===== config.mk =====
export PLATFORM = sky130hd
export DESIGN_NAME = i2c_eeprom_slave
export DESIGN_NICKNAME = d
export VERILOG_FILES = /design/src/rtl/i2c_eeprom_slave.sv
export SDC_FILE = /design/constraint.sdc
export NUM_CORES = 2
export LEC_CHECK = 0
export BUFFER_PORTS_ARGS = -buffer_cell sky130_fd_sc_hd__buf_2
export CORE_MARGIN = 5
export CORE_UTILIZATION = 54
export DETAILED_ROUTE_END_ITERATION = 8
export PLACE_DENSITY = 0.67
export SYNTH_ARGS = -nofsm -noshare
export SYNTH_HDL_FRONTEND = slang
export SYNTH_SLANG_ARGS = --single-unit
export TNS_END_PERCENT = 10

===== constraint.sdc =====
create_clock -name clk -period 5.4 [get_ports clk]
set_input_delay 0.54 -clock clk [delete_from_list [all_inputs] [get_ports clk]]
set_output_delay 0.54 -clock clk [all_outputs]
set_load 0.1 [all_outputs]

===== src/rtl/i2c_eeprom_slave.sv =====
// I2C responder modelling a 24-series EEPROM with 16-bit word addressing.
// Supports byte/sequential write, random, current-address and sequential read.
module i2c_eeprom_slave #(
    parameter logic [6:0]  DEV_ADDR = 7'b1010_000,
    parameter int unsigned MEM_AW   = 8
) (
    input  logic        clk,
    input  logic        rst_n,
    input  logic        scl,
    input  logic        sda_in,
    output logic        sda_oe,
    output logic        busy,
    output logic        wr_pulse,
    output logic [15:0] wr_addr,
    output logic [7:0]  wr_byte
);

    localparam int unsigned DEPTH = 1 << MEM_AW;

    typedef enum logic [3:0] {
        S_IDLE,
        S_DEV_ADDR,
        S_ACK_DEV,
        S_ADDR_HI,
        S_ACK_HI,
        S_ADDR_LO,
        S_ACK_LO,
        S_WR_DATA,
        S_ACK_WR,
        S_RD_DATA,
        S_RD_ACK
    } state_t;

    state_t      state, state_nxt;
    logic [3:0]  cnt, cnt_nxt;
    logic [7:0]  sr, sr_nxt;
    logic        ack_hold, ack_hold_nxt;
    logic        rw, rw_nxt;
    logic [7:0]  addr_hi, addr_hi_nxt;
    logic [15:0] ptr, ptr_nxt;
    logic        sda_oe_nxt;
    logic        busy_nxt;
    logic        wr_pulse_nxt;
    logic [15:0] wr_addr_nxt;
    logic [7:0]  wr_byte_nxt;
    logic        mem_we;

    logic scl_meta, scl_sync, scl_hist;
    logic sda_meta, sda_sync, sda_hist;
    logic scl_rise, scl_fall, start_det, stop_det;

    logic [7:0]  mem [DEPTH];
    logic [7:0]  rx_byte;
    logic [7:0]  rd_cur, rd_next;
    logic [15:0] ptr_inc;

    // Synchronizers reset to the idle-bus level so reset release never fakes a START.
    always_ff @(posedge clk or negedge rst_n) begin
        if (!rst_n) begin
            scl_meta <= 1'b1;
            scl_sync <= 1'b1;
            scl_hist <= 1'b1;
            sda_meta <= 1'b1;
            sda_sync <= 1'b1;
            sda_hist <= 1'b1;
        end else begin
            scl_meta <= scl;
            scl_sync <= scl_meta;
            scl_hist <= scl_sync;
            sda_meta <= sda_in;
            sda_sync <= sda_meta;
            sda_hist <= sda_sync;
        end
    end

    assign scl_rise  = scl_sync & ~scl_hist;
    assign scl_fall  = ~scl_sync & scl_hist;
    assign start_det = scl_sync & scl_hist & sda_hist & ~sda_sync;
    assign stop_det  = scl_sync & scl_hist & ~sda_hist & sda_sync;

    assign rx_byte = {sr[6:0], sda_sync};
    assign ptr_inc = ptr + 16'd1;
    assign rd_cur  = mem[ptr[MEM_AW-1:0]];
    assign rd_next = mem[ptr_inc[MEM_AW-1:0]];

    always_ff @(posedge clk or negedge rst_n) begin
        if (!rst_n) begin
            state    <= S_IDLE;
            cnt      <= '0;
            sr       <= '0;
            ack_hold <= 1'b0;
            rw       <= 1'b0;
            addr_hi  <= '0;
            ptr      <= '0;
            sda_oe   <= 1'b0;
            busy     <= 1'b0;
            wr_pulse <= 1'b0;
            wr_addr  <= '0;
            wr_byte  <= '0;
        end else begin
            state    <= state_nxt;
            cnt      <= cnt_nxt;
            sr       <= sr_nxt;
            ack_hold <= ack_hold_nxt;
            rw       <= rw_nxt;
            addr_hi  <= addr_hi_nxt;
            ptr      <= ptr_nxt;
            sda_oe   <= sda_oe_nxt;
            busy     <= busy_nxt;
            wr_pulse <= wr_pulse_nxt;
            wr_addr  <= wr_addr_nxt;
            wr_byte  <= wr_byte_nxt;
        end
    end

    always_ff @(posedge clk) begin
        if (mem_we) begin
            mem[ptr[MEM_AW-1:0]] <= rx_byte;
        end
    end

    always_comb begin
        state_nxt    = state;
        cnt_nxt      = cnt;
        sr_nxt       = sr;
        ack_hold_nxt = ack_hold;
        rw_nxt       = rw;
        addr_hi_nxt  = addr_hi;
        ptr_nxt      = ptr;
        sda_oe_nxt   = sda_oe;
        busy_nxt     = busy;
        wr_pulse_nxt = 1'b0;
        wr_addr_nxt  = wr_addr;
        wr_byte_nxt  = wr_byte;
        mem_we       = 1'b0;

        if (stop_det) begin
            state_nxt    = S_IDLE;
            sda_oe_nxt   = 1'b0;
            busy_nxt     = 1'b0;
            ack_hold_nxt = 1'b0;
        end else if (start_det) begin
            state_nxt    = S_DEV_ADDR;
            cnt_nxt      = '0;
            sda_oe_nxt   = 1'b0;
            busy_nxt     = 1'b1;
            ack_hold_nxt = 1'b0;
        end else begin
            case (state)
                S_DEV_ADDR, S_ADDR_HI, S_ADDR_LO, S_WR_DATA: begin
                    if (scl_rise) begin
                        sr_nxt  = rx_byte;
                        cnt_nxt = cnt + 4'd1;
                        if (cnt == 4'd7) begin
                            cnt_nxt = '0;
                            case (state)
                                S_DEV_ADDR: begin
                                    if (rx_byte[7:1] == DEV_ADDR) begin
                                        rw_nxt    = rx_byte[0];
                                        state_nxt = S_ACK_DEV;
                                    end else begin
                                        state_nxt = S_IDLE;
                                    end
                                end
                                S_ADDR_HI: begin
                                    addr_hi_nxt = rx_byte;
                                    state_nxt   = S_ACK_HI;
                                end
                                S_ADDR_LO: begin
                                    ptr_nxt   = {addr_hi, rx_byte};
                                    state_nxt = S_ACK_LO;
                                end
                                default: begin
                                    mem_we       = 1'b1;
                                    wr_pulse_nxt = 1'b1;
                                    wr_addr_nxt  = ptr;
                                    wr_byte_nxt  = rx_byte;
                                    ptr_nxt      = ptr_inc;
                                    state_nxt    = S_ACK_WR;
                                end
                            endcase
                        end
                    end
                end

                // First fall after the byte pulls sda; the following fall releases it.
                S_ACK_DEV, S_ACK_HI, S_ACK_LO, S_ACK_WR: begin
                    if (scl_fall) begin
                        ack_hold_nxt = ~ack_hold;
                        sda_oe_nxt   = ~ack_hold;
                        if (ack_hold) begin
                            cnt_nxt = '0;
                            case (state)
                                S_ACK_DEV: begin
                                    if (rw) begin
                                        sr_nxt     = {rd_cur[6:0], 1'b0};
                                        sda_oe_nxt = ~rd_cur[7];
                                        cnt_nxt    = 4'd1;
                                        state_nxt  = S_RD_DATA;
                                    end else begin
                                        state_nxt = S_ADDR_HI;
                                    end
                                end
                                S_ACK_HI: state_nxt = S_ADDR_LO;
                                default:  state_nxt = S_WR_DATA;
                            endcase
                        end
                    end
                end

                S_RD_DATA: begin
                    if (scl_fall) begin
                        if (cnt == 4'd8) begin
                            sda_oe_nxt = 1'b0;
                            state_nxt  = S_RD_ACK;
                        end else begin
                            sda_oe_nxt = ~sr[7];
                            sr_nxt     = {sr[6:0], 1'b0};
                            cnt_nxt    = cnt + 4'd1;
                        end
                    end
                end

                S_RD_ACK: begin
                    if (scl_rise) begin
                        ptr_nxt = ptr_inc;
                        if (!sda_sync) begin
                            sr_nxt    = rd_next;
                            cnt_nxt   = '0;
                            state_nxt = S_RD_DATA;
                        end else begin
                            state_nxt = S_IDLE;
                        end
                    end
                end

                default: begin
                end
            endcase
        end
    end

endmodule


==> results.yml <==
critical_path:
  rrSetupSlack_ps: 510
  cp-start-kind: "flop"
  critPathMaxFanout: 45
  arrival_ps: 5660
  timing.rr.start: "ptr[0]"
  r2r_cells: 9
  path_class: "reg -> reg"
  r2r-end: "sr[7]"
  worstPathRequired_ps: 6170
  cp-end-kind: "flop"
synthesis:
  ys.flop_type: "edfxtp_1"
  yosys.cell_count.top_type: "edfxtp_1"
  netlist_area_sq_um: 100200
  async_flop_share: 0.03533
  synth_top_area_frac: 0.6138
  yosys_warnings: 0
  synth_area_leaders: "edfxtp_1 (61%), mux4_2 (25%), dfrtp_1 (1.7%)"
  synth_cell_types: 84
  yosysTopAreaCell: "edfxtp_1"
  syn_nets: 5242
  ys_ff_latch: 2123
  syn_avg_cell_area_sq_um: 19.15
  yosysSeqAreaShare: 0.6326
  syn-instance-count: 5232
  synthTopCellsByCount: "edfxtp_1 (2048), mux4_2 (1118), nor2_1 (329)"
  synth_edf_count: 2048
run_status:
  outcome: "finished clean"
placed_design:
  place.gp.congestion: 1.017
  io_buffers: 30
  dp_hpwl_microns: 227400
global_route:
  met3_usage: 0.1197
  grt_pass1_vias: 58540
  grt.total_usage: 0.3568
  grt_pass1_wl_microns: 476600
  grt-busiest-layer: "met2"
  use_met2: 0.5059
  grt_max_degree: 236
  overflow: 0
  grt_util_met1: 0.4950
  antenna_found_initial: 18
floorplanning:
  pin_count: 31
  rows: 158
  initial_core_util: 0.5415
  core_sq_um: 185000
  die_area_sq_um: 194300
  die_x_microns: 440.8
  die_h_microns: 440.8
drt:
  drt_iter0_drc: 10650
  drt_pass1_iterations: 7
  drc_errors: 0
  vias_per_cell: 7.475
  drt-total-wl_microns: 343600
  avgRoutedWirePerCell_microns: 42.25
  final_antenna_net_count: 0
  vias: 60790
clocking:
  cts_buffer_depth: 3
  clk_pin_slew_worst_paths_ps: 70
  cts_tree: "yes"
  clock-sinks: 2123
  clockRootBuffer: "clkbuf_16"
  cts_buffers: 216
  htreeDepth: 4
  worstSkewPairLatency_ps: 900
cells_and_area:
  syn_to_final_growth_pct: 11.46
  final_layout_size_suffix_gt1_frac: 0.3477
  multiInputGateArea_sq_um: 34460
  ff_latch_area_sq_um: 63430
  layout.nets: 5468
  n_fill_cell: 13310
power:
  sw_frac_of_total: 0.2967
  seqPwrFrac: 0.454
  power.share.combinational: 0.225
  ir_worst_vdd_mv: 0.4192
  p_int_uw: 32270
  p_sw_uw: 13620
  p_leak_uw: 0.03404
  p_per_area_nw_per_um2: 410.9
  clkPwrFrac: 0.321
timing:
  post-route-period-util: 0.9063
  rsz0062_at_grt: "no"
  skew_ps: 53.68
  max_freq_mhz: 204.3
  finalHoldViolations: 0
  tightest_slew_ps: 1424
  finalSetupTns_ps: 0
  report.final.slew_viol_count: 0
  hold_ws_ps: 200.3
  fin_crit_ps: 4894
  relSlewSlack: 0.05072
  setup_viol_count_final: 0
hold_path:
  holdCritPathClass: "in -> async"
run:
  drv_cap: 0
## worst max-delay path by stage
stage | from | endpoint | slack [ps] | cells past startpoint
floorplan | sr[6] | rw | 1030 | 4
global placement | ptr[0] | sr[7] | 650 | 9
detailed placement | ptr[0] | sr[7] | 700 | 9
CTS | ptr[0] | sr[7] | 680 | 9
global route | ptr[0] | sr[7] | 460 | 9
finish | ptr[0] | sr[7] | 510 | 9
## critical path, stage by stage (launching register included)
cell       delay [ps]
dfrtp_4           760
buf_12            300
buf_4             620
mux4_2            620
mux2i_1           300
o32ai_1           310
a2111oi_0        1050
nand4_1           270
a211oi_1          350
o22ai_1           120
## power groups by stage
stage	Sequential, uW	Combinational [uW]	Clock (uW)
3_5_place_dp	21100	10100	0
4_1_cts	20800	10100	14800
3_3_place_gp	21100	10000	0
6_report	20800	10300	14700
2_1_floorplan	21900	5950	0
5_1_grt	20800	10700	15600
## state kept, by name, summed over array words and instances, names as in the netlist, 4 cells and up
register  flops
mem        2048
ptr          16
wr_addr      16
addr_hi       8
sr            8
wr_byte       8
cnt           4
state         4
## area by class of cell
class,instances,area share
diodes,10,0.0002241
clock buffers,275,0.05141
flip-flops and latches,2123,0.5680
multi-input cells,2674,0.3086
well taps,2480,0.02779
repair buffers,429,0.03348
clock inverters,127,0.01002
inverters,14,0.0005154
## cells by family (layout without fill, tap and decap cells)
kind of cell | count (synthesis) | in the layout | share of synthesized area
flip-flops | 2123 | 2123 | 0.6326
multiplexers | 1285 | 1285 | 0.2691
AND/OR/NAND/NOR | 983 | 983 | 0.04367
buffers and inverters | 435 | 845 | 0.02616
AO/OA/AOI/OAI | 389 | 389 | 0.02671
XOR/XNOR | 11 | 11 | 0.001036
adder cells (fa/ha/maj) | 6 | 6 | 0.0007492
other | 0 | 10 | 0
## metrics by stage
| step | util | worst slack (ps) | std cells | power (uW) | area, sq um |
|---|---|---|---|---|---|
| final | 0.6035 | 506.2 | 8132 | 45890 | 111700 |
| after global routing | 0.6034 | 455.6 | 8123 | 47050 | 111700 |
| after CTS | 0.6033 | 684.3 | 8121 | 45740 | 111600 |
| after detailed placement | 0.5660 | 702.4 | 7716 | 31230 | 104700 |
| after global placement | 0.5660 | 646.7 | 7716 | 31110 | 104700 |
| after floorplan | - | 1030 | 5232 | 27870 | 100200 |
## layout by cell type, fill, tap and decap left out, types with 18 or more instances in the layout
cell type,count
edfxtp_1,2048
buf_2,29
o22ai_1,22
buf_12,45
buf_4,351
o21ai_0,38
nor3_1,30
clkinv_2,42
a22oi_1,102
clkinv_1,51
nor2_1,325
nand3_1,157
mux2_2,39
clkbuf_1,52
mux2i_1,124
a21oi_1,87
nor4_1,18
nand2_1,307
mux4_2,1118
clkbuf_16,220
nand4_1,33
dfrtp_1,55
## timing repair
item,CTS,global route
hold endpoints to repair,43,0
buffers inserted,0,0
resized for setup,0,0
hold buffers,3,0
## routing by layer
layer	vias up	routed length, microns
li1	22770	-
met4	10	22980
met1	31990	121900
met2	5037	148600
met3	984	50140
met5	-	59
No activity file was read; power rests on OpenSTA's default activity.
